**src/rtl/step_run_ctrl.sv**
```systemverilog
// Step/run execution controller: conditions the step pushbutton, arbitrates
// single-step / free-run / halt, and issues step and display-latch strobes.
//
// state  | meaning
// IDLE   | waiting for a debounced press or a run request
// STEP   | single step issued this cycle
// RUN    | free-running, one step every RUN_DIV cycles
// HALTED | processor requested halt; only reset leaves
module step_run_ctrl #(
  parameter int DEBOUNCE_CYCLES = 500000,
  parameter int RUN_DIV         = 25000000,
  parameter int CNT_W           = 25
) (
  input  logic        CLOCK_50,
  input  logic        reset,
  input  logic        key_n,
  input  logic        run_sw,
  input  logic        halt,
  output logic        step_en,
  output logic        latch_en,
  output logic [1:0]  mode,
  output logic [15:0] step_count
);

  if (DEBOUNCE_CYCLES < 2) begin : g_chk_db
    $error("DEBOUNCE_CYCLES must be at least 2");
  end
  if (RUN_DIV < 2) begin : g_chk_div
    $error("RUN_DIV must be at least 2");
  end
  if ((longint'(DEBOUNCE_CYCLES) - 1) >= (longint'(1) << CNT_W) ||
      (longint'(RUN_DIV) - 1) >= (longint'(1) << CNT_W)) begin : g_chk_w
    $error("CNT_W too narrow for DEBOUNCE_CYCLES or RUN_DIV");
  end

  typedef enum logic [1:0] {
    IDLE   = 2'b00,
    STEP   = 2'b01,
    RUN    = 2'b10,
    HALTED = 2'b11
  } state_t;

  localparam logic [CNT_W-1:0] DB_LAST   = CNT_W'(DEBOUNCE_CYCLES - 1);
  localparam logic [CNT_W-1:0] RATE_LAST = CNT_W'(RUN_DIV - 1);

  state_t           state;
  state_t           state_nxt;
  logic             key_s1;
  logic             ks;
  logic             key_db;
  logic             key_db_q;
  logic             run_s1;
  logic             run_s;
  logic [CNT_W-1:0] db_cnt;
  logic [CNT_W-1:0] rate_cnt;
  logic             press;
  logic             rate_tc;
  logic             step_nxt;

  always_ff @(posedge CLOCK_50) begin
    if (reset) begin
      key_s1 <= 1'b1;
      ks     <= 1'b1;
      run_s1 <= 1'b0;
      run_s  <= 1'b0;
    end else begin
      key_s1 <= key_n;
      ks     <= key_s1;
      run_s1 <= run_sw;
      run_s  <= run_s1;
    end
  end

  // Any sample agreeing with the debounced level restarts the stability count.
  always_ff @(posedge CLOCK_50) begin
    if (reset) begin
      db_cnt   <= '0;
      key_db   <= 1'b1;
      key_db_q <= 1'b1;
    end else begin
      key_db_q <= key_db;
      if (ks == key_db) begin
        db_cnt <= '0;
      end else if (db_cnt == DB_LAST) begin
        key_db <= ks;
        db_cnt <= '0;
      end else begin
        db_cnt <= db_cnt + CNT_W'(1);
      end
    end
  end

  assign press = key_db_q & ~key_db;

  always_ff @(posedge CLOCK_50) begin
    if (reset) state <= IDLE;
    else       state <= state_nxt;
  end

  always_comb begin
    state_nxt = state;
    case (state)
      IDLE: begin
        if (halt)       state_nxt = HALTED;
        else if (run_s) state_nxt = RUN;
        else if (press) state_nxt = STEP;
      end
      STEP: begin
        if (halt)       state_nxt = HALTED;
        else if (run_s) state_nxt = RUN;
        else            state_nxt = IDLE;
      end
      RUN: begin
        if (halt)        state_nxt = HALTED;
        else if (!run_s) state_nxt = IDLE;
      end
      default: state_nxt = HALTED;
    endcase
  end

  // A terminal count only fires a step if RUN is held through that cycle.
  assign rate_tc  = (state == RUN) && (rate_cnt == RATE_LAST);
  assign step_nxt = (state_nxt == STEP) || (rate_tc && (state_nxt == RUN));

  always_ff @(posedge CLOCK_50) begin
    if (reset) begin
      rate_cnt <= '0;
    end else if (state == RUN && state_nxt == RUN) begin
      rate_cnt <= rate_tc ? '0 : rate_cnt + CNT_W'(1);
    end else begin
      rate_cnt <= '0;
    end
  end

  always_ff @(posedge CLOCK_50) begin
    if (reset) begin
      step_en    <= 1'b0;
      latch_en   <= 1'b0;
      step_count <= 16'h0000;
    end else begin
      step_en    <= step_nxt;
      latch_en   <= step_en;
      step_count <= step_count + {15'd0, step_en};
    end
  end

  assign mode = state;

endmodule
```
**config.mk**
```make
export PLATFORM = sky130hd
export DESIGN_NAME = step_run_ctrl
export DESIGN_NICKNAME = d
export VERILOG_FILES = /design/src/rtl/step_run_ctrl.sv
export SDC_FILE = /design/constraint.sdc
export NUM_CORES = 1
export LEC_CHECK = 0
export BUFFER_PORTS_ARGS = -buffer_cell sky130_fd_sc_hd__buf_4
export CAP_MARGIN = 20
export CORE_AREA = 2 2 109 111
export DETAILED_ROUTE_END_ITERATION = 12
export DIE_AREA = 0 0 111 113
export GPL_ROUTABILITY_DRIVEN = 0
export SLEW_MARGIN = 0
export SYNTH_ARGS = -nofsm -noshare
export SYNTH_HDL_FRONTEND = slang
export SYNTH_SLANG_ARGS = --single-unit
export TNS_END_PERCENT = 30
```
**constraint.sdc**
```tcl
create_clock -name CLOCK_50 -period 2.6 [get_ports CLOCK_50]
set_clock_uncertainty 0.05 [all_clocks]
set_input_delay 0.13 -clock CLOCK_50 [delete_from_list [all_inputs] [get_ports CLOCK_50]]
set_output_delay 0.13 -clock CLOCK_50 [all_outputs]
set_load 0.1 [all_outputs]
```
Word level (Yosys, flattened, before mapping)
Cells that the tools add are included.
{"block": "word_totals", "ff_bits": 76, "input_bits": 5, "output_inout_bits": 20, "word_cells": 42}
{"block": "classes", "add_sub_neg": 3, "eq_ne": 7, "muxes": 8, "bitwise": 4, "n_reduce_logical": 8}
{"cell": "adder 25 x 1 -> 25 bit, second input constant", "count": 2}
{"cell": "== test 25 x 19 -> 1 bit, second input constant", "count": 1}
{"cell": "== test 25 bit, second input constant", "count": 1}
{"cell": "adder 16 x 1 -> 16 bit", "count": 1}
{"cell": "2-to-1 mux 2 bit", "count": 7}
{"cell": "case mux 2 bit (3 select lines)", "count": 1}
{"cell": "OR reduction 3 bit", "count": 2}
{"cell": "== test 2 x 1 -> 1 bit, second input constant", "count": 2}
{"cell": "== test 2 bit, second input constant", "count": 2}
{"cell": "logical AND 1 bit", "count": 3}
{"cell": "NOT 1 bit", "count": 3}
{"cell": "zero test 2 bit", "count": 1}
{"cell": "AND reduction 2 bit", "count": 1}
{"cell": "bitwise AND 1 bit", "count": 1}
{"cell": "== test 1 bit", "count": 1}
{"cell": "logical OR 1 bit", "count": 1}

Depth between registers and ports, before layout
{"block": "depth", "word_depth": 10, "depth_mapped": 7, "mapped_depth_nobuf": 6}

Least setup slack after synthesis
Ideal clock, no wire load.
{"block": "synth_path", "kind": "flip-flop to flip-flop", "startpoint": "register step_en", "endpoint": "register step_count[12]", "setup_time_ps": 128, "t_arrival_ps": 2157, "t_required_ps": 2422, "path_slack_ps": 266, "stages_incl_launch_ff": 7, "path_buffers": 0, "period_less_slack_ps": 2334, "cell_sequence": "dfxtp_1 > ha_1 > ha_1 > nand2_1 > nor4_1 > xnor2_1 > nor2_1"}
{"block": "synth_between", "elab_chain_len": 1}
{"item": "start, declared", "line_no": "19", "rtl": "output logic step_en,"}
{"item": "start signal, assigned", "line_no": "141", "rtl": "step_en <= step_nxt;"}
{"item": "adder 16 x 1 -> 16 bit", "line_no": "143", "rtl": "step_count <= step_count + {15'd0, step_en};"}
{"item": "end signal, assigned", "line_no": "143"}
{"item": "end, declared", "line_no": "22", "rtl": "output logic [15:0] step_count"}
No other way between the ends.
A chain may end at the register's enable or synchronous reset.

Worst setup path after layout
{"block": "layout_path", "startpoint": "register rate_cnt[0]", "endpoint": "register rate_cnt[24]"}
{"block": "layout_between", "elab_chain_len": 3, "word_cells_on_any_way": 4, "classes_between": "1 x add/sub; 1 x eq/ne; 2 x reduce/logical"}
{"item": "start, declared", "line_no": "55", "rtl": "logic [CNT_W-1:0] rate_cnt;"}
{"item": "start signal, assigned", "line_no": "129", "rtl": "rate_cnt <= rate_tc ? '0 : rate_cnt + CNT_W'(1);"}
{"item": "branches (longest 3 deep; another with adder 25 x 1 -> 25 bit)"}
Several ways; the timed one is not identified.

==> metrics.md <==
| Metric | Value |
|---|---|
| Iter 0 DRT Violations | 253 |
| Nets@finish | 416 |
| Skew-Pair Late Insertion Delay | 0.33 ns |
| Crit path DAT | 2.45 ns |
| DIE AREA | 12500 um^2 |
| FF+latch count, synth | 76 |
| Synth unique cells | 39 |
| Status | finished, final reports clean |
| Area leader, netlist | dfxtp_1 |
| Post-synth EDFFs | 0 |
| Max clock buf depth | 2 |
| CP endpoint kind | flip-flop |
| Period utilization | 0.861 |
| Starting Density | 0.298 |
| DRT Wirelength | 6750 um |
| Most common cell after layout, fill and taps aside | dfxtp_1 |
| DR vias/cell | 4.99 |
| RSZ-0062 raised after global routing | no |
| Total congestion overflow | 0 |
| Worst Path Required | 2.81 ns |
| Reg2reg setup slack | 0.36 ns |
| Syn avg cell area | 8.78 um^2 |
| Setup violators final | 0 |
| Die W | 111 um |
| Post-Syn Instances | 382 |
| Die Span Y | 113 um |
| Syn nets | 391 |
| Synth Flop Type | dfxtp_1 |
| Warnings, synthesis | 0 |
| Worst-Margin Slew | 0.456 ns |
| Layout cells sized above 1 | 0.131 |
| Placed wire-length estimate | 4810 um |
| CTS Buf Count | 9 |
| Residual DRC | 0 |
| Diode count | 0 |
| Clk root buf | clkbuf_16 |
| Register area share after synthesis | 0.453 |
| Reg clk slew, reported paths | 0.06 ns |
| Post-route ant nets | 0 |
| Period minus WS final | 2.24 ns |
| GRT Util Overall | 0.112 |
| F_max | 447 MHz |
| Row cnt | 39 |
| Leak | 1.25 nW |
| Pins Over Slew Limit | 0 |
| DR pass1 iterations | 4 |
| Crit Path Class | reg2reg |
| TritonCTS clock tree | done |
| Layout Area Growth over Synthesis | 20.2% |
| Fillers | 1151 |
| Post-layout power | 2.62 mW |
| Port Buf Inserts | 24 |
| Clk sinks | 76 |
| Most frequent cells in the layout | dfxtp_1, nor2_1, buf_4, a21oi_1, xnor2_1 |
| Max-cap violations | 0 |
| Slew headroom | 0.693 |
| Worst Hold Class | in2reg |
| Vias post-DR | 2770 |
| Postcts setup bufs | 0 |
| Ports | 25 |
| Yosys top cell area share | 0.453 |
| Top cells by area, synth | dfxtp_1, xnor2_1, nor2_1 |
| Antenna violations before repair | 0 |
| P per Cell Area | 650 nW/um^2 |
| Global-route wire length before repair | 11800 um |
| CP max FO | 9 |
| Synthesized area | 3360 um^2 |
| Ys async rst share | 0 |
| Worst vdd ir | 0.354 mV |
| H-tree Lvls | 3 |
| Area of the core | 11300 um^2 |
| Vias in the first global route | 2663 |
| Worst setup SP type | flip-flop |
| Post_cts resized | 0 |
| Pin count of the biggest net entering global routing | 28 |
| Final Hold Vio Count | 0 |
| Fin Setup TNS | 0 ns |
| Wire per inst | 12.2 um |
[timing repair]
action	CTS	global route
hold buffers	2	0
endpoints found under the hold margin	2	0
setup endpoints to repair	0	0
[path summary, 6_finish.rpt]
path                                from                 endpoint  cells after the start
setup reg to reg  rate_cnt[0]$_SDFF_PP0_  rate_cnt[24]$_SDFF_PP0_                      5
hold reg to reg        key_s1$_SDFF_PP1_            ks$_SDFF_PP1_                      1
hold / removal                      halt       mode[0]$_SDFF_PP0_                      3
setup / recovery  rate_cnt[0]$_SDFF_PP0_  rate_cnt[24]$_SDFF_PP0_                      5
[cell families after synthesis]
family | synth area share
adder cells (fa/ha/maj) | 0.0149
XOR/XNOR | 0.0992
buffers and inverters | 0.0336
multiplexers | 0.00298
AO/OA/AOI/OAI | 0.0910
flip-flops | 0.453
AND/OR/NAND/NOR | 0.305
[area by class of cell]
cell class                 count  area [um^2]  share of cell area
timing repair buffer          29          223              0.0552
multi-input combinational    279         1730               0.428
clock buffer                   9          225              0.0558
clock inverter                 7          115              0.0285
tap                          143          179              0.0443
sequential                    76         1520               0.377
inverter                      12         45.0              0.0112
[where the power goes]
part	internal (mW)	total [mW]	leakage [nW]	switching (mW)
sequential	1.17	1.18	0.614	0.00589
combinational	0.0142	0.0447	0.475	0.0305
clock	0.933	1.40	0.161	0.468
[Yosys cell counts, types with 8 or more instances]
library cell,count
xor2_1,16
nor4_1,9
o21ai_0,12
nand2_1,21
dfxtp_1,76
o31ai_1,9
a21oi_1,26
nand4_1,19
and4_1,8
nor2_1,51
or4_1,10
nor3_1,11
xnor2_1,22
nand3_1,21
inv_1,12
[critical path: stages, from the launching register on]
cell and delay (ns):
dfxtp_1 0.38, ha_1 0.25, nand3_4 0.14, or4_1 0.68
or4_1 0.51, a21oi_1 0.15
[routing by layer]
metal / GRT usage / wire (um) / vias up / part of all wire
met3: 0.0327 / 239 / 9 / 0.035
met2: 0.191 / 3250 / 29 / 0.48
met1: 0.134 / 3180 / 1306 / 0.47
met4: 0.0400 / 83 / 0 / 0.012
met5: 0 / 0 / - / 0
li1: - / - / 1426 / -
[flip-flops by register name, summed over array words and instances, names as in the netlist]
| name | cells |
|---|---|
| db_cnt | 25 |
| step_count | 16 |
| latch_en | 1 |
| key_db | 1 |
| key_s1 | 1 |
| run_s | 1 |
| key_db_q | 1 |
| run_s1 | 1 |
| mode | 2 |
| rate_cnt | 25 |
| step_en | 1 |
| ks | 1 |
[stage by stage]
| step | cell area [um^2] | cells | hold WS [ns] | util | setup WS [ns] |
|---|---|---|---|---|---|
| floorplan | 3360 | 382 | 0.184 | - | 0.266 |
| global placement | 3670 | 537 | 0.275 | 0.326 | 0.448 |
| detailed placement | 3670 | 537 | 0.277 | 0.326 | 0.396 |
| CTS | 4040 | 555 | 0.0325 | 0.358 | 0.369 |
| global route | 4040 | 555 | 0.0526 | 0.358 | 0.277 |
| finish | 4040 | 555 | 0.0482 | 0.358 | 0.361 |
Power figures use the tool's default switching activity.
